<file path="src/rtl/lexer_pkg.sv">
// Shared types and constants for the keyword lexer and the downstream nesting checker.
package lexer_pkg;

    typedef enum logic [1:0] {
        TOK_OTHER = 2'b00,
        TOK_BEGIN = 2'b01,
        TOK_END   = 2'b10
    } tok_kind_t;

    typedef enum logic [3:0] {
        ST_IDLE,
        ST_B1,
        ST_B2,
        ST_B3,
        ST_B4,
        ST_B5,
        ST_E1,
        ST_E2,
        ST_E3,
        ST_OTH
    } lexer_state_t;

    localparam logic [7:0] ASCII_UA       = 8'h41;
    localparam logic [7:0] ASCII_UZ       = 8'h5A;
    localparam logic [7:0] ASCII_LA       = 8'h61;
    localparam logic [7:0] ASCII_LZ       = 8'h7A;
    localparam logic [7:0] ASCII_CASE_BIT = 8'h20;

    localparam logic [7:0] KW_B = 8'h62;
    localparam logic [7:0] KW_E = 8'h65;
    localparam logic [7:0] KW_G = 8'h67;
    localparam logic [7:0] KW_I = 8'h69;
    localparam logic [7:0] KW_N = 8'h6E;
    localparam logic [7:0] KW_D = 8'h64;

    // Token kind reported when a word ends in the given state.
    function automatic tok_kind_t kind_of(lexer_state_t s);
        case (s)
            ST_B5:   return TOK_BEGIN;
            ST_E3:   return TOK_END;
            default: return TOK_OTHER;
        endcase
    endfunction

endpackage

</file>
<file path="src/rtl/ascii_classifier.sv">
// Combinational letter detection and case folding for the keyword lexer.
// KW_LEXER_CASE_SENSITIVE_EN disables folding; letter classification is unaffected.
module ascii_classifier
    import lexer_pkg::*;
(
    input  logic [7:0] ch,
    output logic       is_letter,
    output logic [7:0] folded
);

    logic is_upper;
    logic is_lower;

    assign is_upper  = (ch >= ASCII_UA) && (ch <= ASCII_UZ);
    assign is_lower  = (ch >= ASCII_LA) && (ch <= ASCII_LZ);
    assign is_letter = is_upper || is_lower;

`ifdef KW_LEXER_CASE_SENSITIVE_EN
    assign folded = ch;
`else
    assign folded = is_upper ? (ch | ASCII_CASE_BIT) : ch;
`endif

endmodule

</file>
<file path="src/rtl/keyword_lexer.sv">
// Splits a character stream into words and emits BEGIN/END/OTHER tokens with saturated lengths.
// Build option: KW_LEXER_CASE_SENSITIVE_EN (handled in ascii_classifier).
module keyword_lexer
    import lexer_pkg::*;
#(
    parameter int unsigned LEN_W = 8
) (
    input  logic             clk,
    input  logic             reset,
    input  logic             in_valid,
    input  logic [7:0]       in,
    input  logic             flush,
    output logic             tok_valid,
    output logic [1:0]       tok_kind,
    output logic [LEN_W-1:0] tok_len,
    output logic             in_word
);

    localparam logic [LEN_W-1:0] LEN_MAX = '1;

    lexer_state_t     state;
    lexer_state_t     state_next;
    lexer_state_t     st_after;
    logic [LEN_W-1:0] len;
    logic [LEN_W-1:0] len_next;
    logic [LEN_W-1:0] len_after;
    logic             is_letter;
    logic [7:0]       folded;
    logic             terminate;
    logic             tok_valid_c;
    tok_kind_t        tok_kind_c;
    logic [LEN_W-1:0] tok_len_c;

    ascii_classifier u_classifier (
        .ch        (in),
        .is_letter (is_letter),
        .folded    (folded)
    );

    // State and length register.
    always_ff @(posedge clk) begin
        if (reset) begin
            state <= ST_IDLE;
            len   <= '0;
        end else begin
            state <= state_next;
            len   <= len_next;
        end
    end

    // Effect of the current letter (if any), before word termination is applied.
    always_comb begin
        st_after  = state;
        len_after = len;
        if (in_valid && is_letter) begin
            len_after = (len == LEN_MAX) ? len : len + LEN_W'(1);
            case (state)
                ST_IDLE: st_after = (folded == KW_B) ? ST_B1 :
                                    (folded == KW_E) ? ST_E1 : ST_OTH;
                ST_B1:   st_after = (folded == KW_E) ? ST_B2 : ST_OTH;
                ST_B2:   st_after = (folded == KW_G) ? ST_B3 : ST_OTH;
                ST_B3:   st_after = (folded == KW_I) ? ST_B4 : ST_OTH;
                ST_B4:   st_after = (folded == KW_N) ? ST_B5 : ST_OTH;
                ST_E1:   st_after = (folded == KW_N) ? ST_E2 : ST_OTH;
                ST_E2:   st_after = (folded == KW_D) ? ST_E3 : ST_OTH;
                default: st_after = ST_OTH;
            endcase
        end
    end

    // A delimiter or flush closes the word after the current letter is absorbed.
    assign terminate = flush || (in_valid && !is_letter);

    // Next-state logic.
    always_comb begin
        state_next = st_after;
        len_next   = len_after;
        if (terminate) begin
            state_next = ST_IDLE;
            len_next   = '0;
        end
    end

    // Token decode.
    always_comb begin
        tok_valid_c = 1'b0;
        tok_kind_c  = kind_of(st_after);
        tok_len_c   = len_after;
        if (terminate && (st_after != ST_IDLE)) begin
            tok_valid_c = 1'b1;
        end
    end

    // Output registers; token fields hold between pulses.
    always_ff @(posedge clk) begin
        if (reset) begin
            tok_valid <= 1'b0;
            tok_kind  <= 2'b00;
            tok_len   <= '0;
            in_word   <= 1'b0;
        end else begin
            tok_valid <= tok_valid_c;
            in_word   <= (state_next != ST_IDLE);
            if (tok_valid_c) begin
                tok_kind <= tok_kind_c;
                tok_len  <= tok_len_c;
            end
        end
    end

endmodule

</file>
<file path="config.mk">
export PLATFORM = sky130hd
export DESIGN_NAME = keyword_lexer
export DESIGN_NICKNAME = d
export VERILOG_FILES = /design/src/rtl/lexer_pkg.sv /design/src/rtl/ascii_classifier.sv /design/src/rtl/keyword_lexer.sv
export SDC_FILE = /design/constraint.sdc
export NUM_CORES = 1
export LEC_CHECK = 0
export CORE_MARGIN = 5
export CORE_UTILIZATION = 52
export DETAILED_ROUTE_END_ITERATION = 7
export GPL_TIMING_DRIVEN = 0
export PLACE_DENSITY = 0.78
export SETUP_SLACK_MARGIN = 0.5
export SLEW_MARGIN = 5
export SYNTH_ARGS = -nofsm -noshare
export SYNTH_HDL_FRONTEND = slang
export SYNTH_SLANG_ARGS = --single-unit
</file>
<file path="constraint.sdc">
create_clock -name clk -period 3.8 [get_ports clk]
set_input_delay 0.76 -clock clk [delete_from_list [all_inputs] [get_ports clk]]
set_output_delay 0.76 -clock clk [all_outputs]
set_load 0.01 [all_outputs]
</file>
==> results of run 1 <==
## area by class of cell
type	instances	area (sq um)	area share, %
plain buffers	9	40.0	2.26
clock buffers	3	22.5	1.27
repair buffers	22	215	12.2
multi-input cells	132	923	52.2
flip-flops and latches	24	480	27.2
well taps	31	38.8	2.19
inverters	5	18.8	1.06
clock inverters	1	30.0	1.70
## sequential cells by signal, indices dropped and copies added, names as in the netlist
register and cells:
tok_len 8, state 4, in_word 1, len 8, tok_kind 2, tok_valid 1
## layout by cell type, fill, tap and decap left out, types with 2 or more instances in the layout
cell type	instances
nor3_1	10
nor4_1	3
clkbuf_1	6
clkbuf_4	3
o21ai_0	2
nand4_1	2
nor4b_1	2
a31oi_1	2
a21o_1	2
clkdlybuf4s50_1	20
a21oi_1	5
nand3_1	6
buf_4	3
xnor2_1	5
nor2b_1	13
nor2_1	28
and3_1	2
inv_1	5
o21bai_1	3
nand2b_1	3
nand2_1	8
dfxtp_1	24
mux2i_1	3
mux2_2	8
## power by group through the flow
stage / Sequential, mW / Combinational [mW] / Clock, mW
final: 0.255 / 0.0654 / 0.182
after global routing: 0.255 / 0.0709 / 0.200
after CTS: 0.255 / 0.0633 / 0.187
after detailed placement: 0.260 / 0.0608 / 0
after global placement: 0.260 / 0.0597 / 0
after floorplan: 0.261 / 0.0377 / 0
## what timing repair did
action	in CTS	in global routing
pin swaps	1	0
hold endpoints to repair	0	0
setup buffers	2	0
endpoints found under the setup margin	10	8
resized for setup	0	3
## cells by family after synthesis
logic type | share of synthesized area, %
mux | 8.34
compound gates | 17.5
buf+inv | 4.08
xor+xnor | 3.04
flops | 33.4
simple gates | 32.8
fa+ha+maj | 0.869
## worst max-delay path, cell delays in order
cell and delay (ps):
clkdlybuf4s50_1 510, or4_4 580, o2111ai_4 260, o21bai_1 130, a21o_1 240, o41ai_4 360
buf_4 240, mux2_2 350
## routing by layer
metal | GRT usage, % | share of wire (%)
met1 | 20.7 | 46
met2 | 29.1 | 49
met3 | 5.22 | 5.0
met4 | 2.65 | 0.28
met5 | 0 | 0
## how the worst min path moves through the flow
stage | start | end | slack, ps
after floorplan | len[6] | len[6] | 500
after global placement | tok_kind[1] | tok_kind[1] | 520
after detailed placement | tok_kind[1] | tok_kind[1] | 520
after CTS | tok_kind[1] | tok_kind[1] | 530
after global routing | tok_kind[1] | tok_kind[1] | 560
final | tok_kind[1] | tok_kind[1] | 530
## metrics by stage
| step | hold slack, ps | util, % | area (sq um) |
|---|---|---|---|
| after global routing | 560 | 65.3 | 1770 |
| after global placement | 517 | 62.0 | 1680 |
| after CTS | 534 | 64.5 | 1750 |
| after detailed placement | 518 | 62.0 | 1680 |
| after floorplan | 505 | - | 1440 |
| final | 533 | 65.3 | 1770 |
==> run_results.csv, run 1 <==
group,metric,value,unit
status,status,"finished clean",
layout,layout.nets,210,
placement,place.gp.congestion,0.869,
routing,wirelength,3210,um
die,rows,19,
sta,fin_skew,4.33,ps
synth,yosysTopAreaCell,"dfxtp_1",
layout,fin_cells,227,
setup_path,regToRegStartpoint,"state[0]",
synth,yosys-top-cells-area,"dfxtp_1 33%, nor2_1 7.3%, mux2_2 6.3%",
layout,fill_cells,220,
grt,grt_pass1_vias,1286,
synth,ys_types,48,
synth,yosysSeqAreaShare,33.4,%
setup_path,required,4010,ps
grt,grt_use_total,16.8,%
setup_path,r2r_cells,8,
setup_path,critPathArrivalTime,3430,ps
sta,hold_viol_final,0,
sta,fmax,311,MHz
routing,route.vias.total,1316,
synth,avgSynthCellArea,8.47,sq um
grt,grt_antenna_before_repair,0,
sta,setup_slack,581,ps
grt,grt_pass1_wl,5620,um
job,cap_violations,0,
sta,finalCritPeriodShare,84.7,%
synth,ys_ff_latch,24,
cts,cts_buffer_depth,2,
sta,setup_violations,0,
cts,cts_htree_levels,1,
placement,pre_cts_ws,-136,ps
setup_path,worstSetupPathType,"primary input to flop",
layout,insertedDiodeCount,0,
synth,syn_inst,170,
setup_path,critPathCapture,"tok_len[5]",
grt,grt_max_degree,15,
cts,insertion_delay,310,ps
die,core-area,0.00271,sq mm
setup_path,reg2reg_slack,1210,ps
setup_path,r2r_end,"tok_len[5]",
cts,hold_buffers,0,
sta,fin_tns_setup,0,ps
power,p_int,390,uW
die,die_y,62.6,um
setup_path,critPathMaxFanout,9,
cts,tritoncts,"built",
setup_path,cp-startpoint,"in[3]",
routing,drc,0,
synth,synth_flop_cell,"dfxtp_1",
power,p_sw,112,uW
synth,synthArstFlopShare,0,%
synth,synth-edff-count,0,
sta,slew_violations,0,
layout,drive_above_1_share,14.3,%
placement,portBuffers,20,
routing,wire_per_inst,14.1,um
power,sw_frac_of_total,22.3,%
sta,slew_headroom,64.9,%
power,leakage,0.594,nW
min_path,worstHoldPathCells,2,
setup_path,cp-end-kind,"flop",
min_path,holdCritPathClass,"flop to flop",
synth,syn_nets,183,
placement,hpwl,2340,um
cts,cts_num_sinks,24,
cts,cts_buffers,3,
synth,synth_common_cells,"28 x nor2_1, 24 x dfxtp_1, 13 x nor2b_1, 11 x nor3_1",
synth,yosysMostFrequentCell,"nor2_1",
die,fp.dieW,62.6,um
layout,area_growth,22.8,%
sta,rsz0062_at_grt,"false",
routing,dr.pass1.iters,4,
power,power.total,502,uW
cts,cts.reportedPaths.clkPinSlew,130,ps
power,vdd_drop_max,367,uV
power,sequentialPowerShare,50.8,%
die,initial_core_util,53.1,%
power,p_comb_share,13.0,%
cts,clock-root-buffer,"clkbuf_4",
placement,placedCellCount,221,
power,clockPowerShare,36.2,%
setup_path,crit_path_start_kind,"primary input",
synth,synth_area,0.00144,sq mm
die,die_area,0.00392,sq mm
sta,worst_pin_slew,522,ps
routing,drtIter0Drc,80,
synth,ys_warn_count,0,
routing,antenna_left,0,
grt,overflow,0,
synth,synth_top_area_share,33.4,%
power,powerDensity,284,mW/mm^2
routing,viasPerCell,5.80,
sta,min_period,3220,ps
die,ioPinCount,24,
(Power assumes the default switching activity.)
==> inputs of run 2 (changes only) <==
clock period = 3.35 ns   (was 3.8 ns; I/O delays follow)
==> run 2 against run 1 <==
  * Combinational power up 35%
  * Highest routed layer unchanged
  * Largest cell class unchanged
  * Clock power up 17%
  * Die area unchanged
  * Total power up 18%
==> run_results.csv, run 2 (synthesis gave the netlist of run 1 again) <==
group,metric,value,unit
grt,grt_pass1_wl,5900,um
setup_path,cp-end-kind,"flop",
power,leakage,0.680,nW
placement,dpl-instance-area,0.00173,sq mm
job,cap_violations,0,
placement,place.gp.congestion,0.799,
sta,finalCritPeriodShare,83.8,%
sta,setup_violations,0,
setup_path,max_stage_delay,550,ps
sta,slew_headroom,67.0,%
sta,worst_pin_slew,491,ps
grt,grt_max_degree,15,
cts,cts_num_sinks,24,
cts,tritoncts,"built",
sta,min_period,2810,ps
grt,grt_antenna_before_repair,0,
cts,cts_buffer_depth,2,
routing,wirelength,3530,um
layout,final_common_cell,"nor2_1",
die,initial_core_util,53.1,%
power,vdd_drop_max,377,uV
layout,area_growth,32.1,%
routing,drc,0,
cts,hold_buffers,0,
routing,dr.pass1.iters,4,
routing,viasPerCell,5.84,
cts,cts_buffers,3,
die,die_area,0.00392,sq mm
die,fp.dieW,62.6,um
die,core-area,0.00271,sq mm
die,rows,19,
sta,fin_skew,1.50,ps
placement,hpwl,2440,um
die,ioPinCount,24,
setup_path,required,3580,ps
sta,hold_viol_final,0,
setup_path,critPathSlowestCell,"or4_4",
cts,cts.reportedPaths.clkPinSlew,130,ps
layout,seqCellArea,480,sq um
sta,slew_violations,0,
setup_path,crit_path_start_kind,"primary input",
routing,route.vias.total,1367,
layout,largestRegisters,"len x8, tok_len x8, state x4",
sta,fmax,356,MHz
cts,cts_htree_levels,1,
layout,multi_input_area,966,sq um
power,powerDensity,310,mW/mm^2
sta,holdWs,526,ps
layout,insertedDiodeCount,0,
sta,rsz0062_at_grt,"false",
min_path,holdCritPathClass,"flop to flop",
routing,antenna_left,0,
layout,fill_cells,206,
setup_path,worstSetupPathType,"primary input to flop",
setup_path,path_cells,"dlygate4sd2_1 -> or4_4 -> o221ai_4 -> nor2b_1 -> a31oi_2 -> o41ai_4 -> buf_4 -> mux2_2",
setup_path,critPathTopFamily,"simple AND/OR/NAND/NOR gates",
layout,drive_above_1_share,19.2,%
grt,grt_pass1_vias,1324,
routing,wire_per_inst,15.1,um
placement,portBuffers,20,
layout,final_cell_mix,"28 x nor2_1, 24 x dfxtp_1, 15 x clkdlybuf4s50_1",
cts,insertion_delay,330,ps
setup_path,path_buf_inv,2,
setup_path,critPathMaxFanout,7,
status,status,"finished clean",
cts,clock-root-buffer,"clkbuf_4",
layout,fin_area,0.00190,sq mm
setup_path,critPathArrivalTime,3040,ps
grt,overflow,0,
grt,grt_use_total,18.0,%
die,die_y,62.6,um
routing,drtIter0Drc,91,
layout,layout.nets,217,
==> run 2: area by class of cell <==
type / count / share of cell area [%]
plain buffers: 9 / 3.29
clock buffers: 3 / 1.18
clock inverters: 1 / 1.58
inverters: 5 / 0.986
multi-input cells: 132 / 50.8
flip-flops and latches: 24 / 25.2
well taps: 31 / 2.04
repair buffers: 29 / 14.9
==> run 2: worst reg2reg max path, stage by stage (launching register included) <==
cell	delay [ps]
dfxtp_1	350
clkbuf_1	370
nor4_1	140
o21bai_1	190
a221oi_2	350
a31oi_2	190
o41ai_4	370
buf_4	210
mux2_2	330
==> run 2: worst paths after layout <==
path	start	end	slack (ps)	cells past startpoint
worst max-delay path	in[3]	tok_len[6]	540	8
worst min-delay path	tok_kind[1]	tok_kind[1]	530	2
worst max register to register	state[0]	tok_len[6]	760	8
worst min register to register	tok_kind[1]	tok_kind[1]	530	2
==> run 2: repair_timing <==
action | in CTS | in global routing
endpoints found under the setup margin | 10 | 9
pin swaps | 2 | 8
gates cloned | 0 | 1
buffers inserted | 3 | 5
gates resized for setup | 6 | 10
==> run 2: report_power, final <==
group | leakage, nW | switching, mW | internal [mW] | total, mW
Clock | 0.0279 | 0.0913 | 0.121 | 0.213
Combinational | 0.458 | 0.0449 | 0.0433 | 0.0882
Sequential | 0.194 | 0.00117 | 0.288 | 0.289
==> run 2: stage by stage <==
step | setup WS [ps] | setup TNS [ps] | utilization, % | instances | total power, mW
global route | 494 | 0 | 70.2 | 234 | 0.616
floorplan | 419 | 0 | - | 170 | 0.344
finish | 544 | 0 | 70.2 | 234 | 0.590
detailed placement | -478 | -4130 | 63.9 | 221 | 0.369
global placement | -395 | -3330 | 63.9 | 221 | 0.367
CTS | 536 | 0 | 67.3 | 228 | 0.584
==> run 2: per-layer routing <==
metal  up-vias  global-route usage [%]  share of wire [%]
met1       642                    20.6                 43
met2        44                    31.7                 50
met3         7                    4.50                5.3
met4         0                    7.16                1.8
met5         -                       0                  0
li1        674                       -                  -
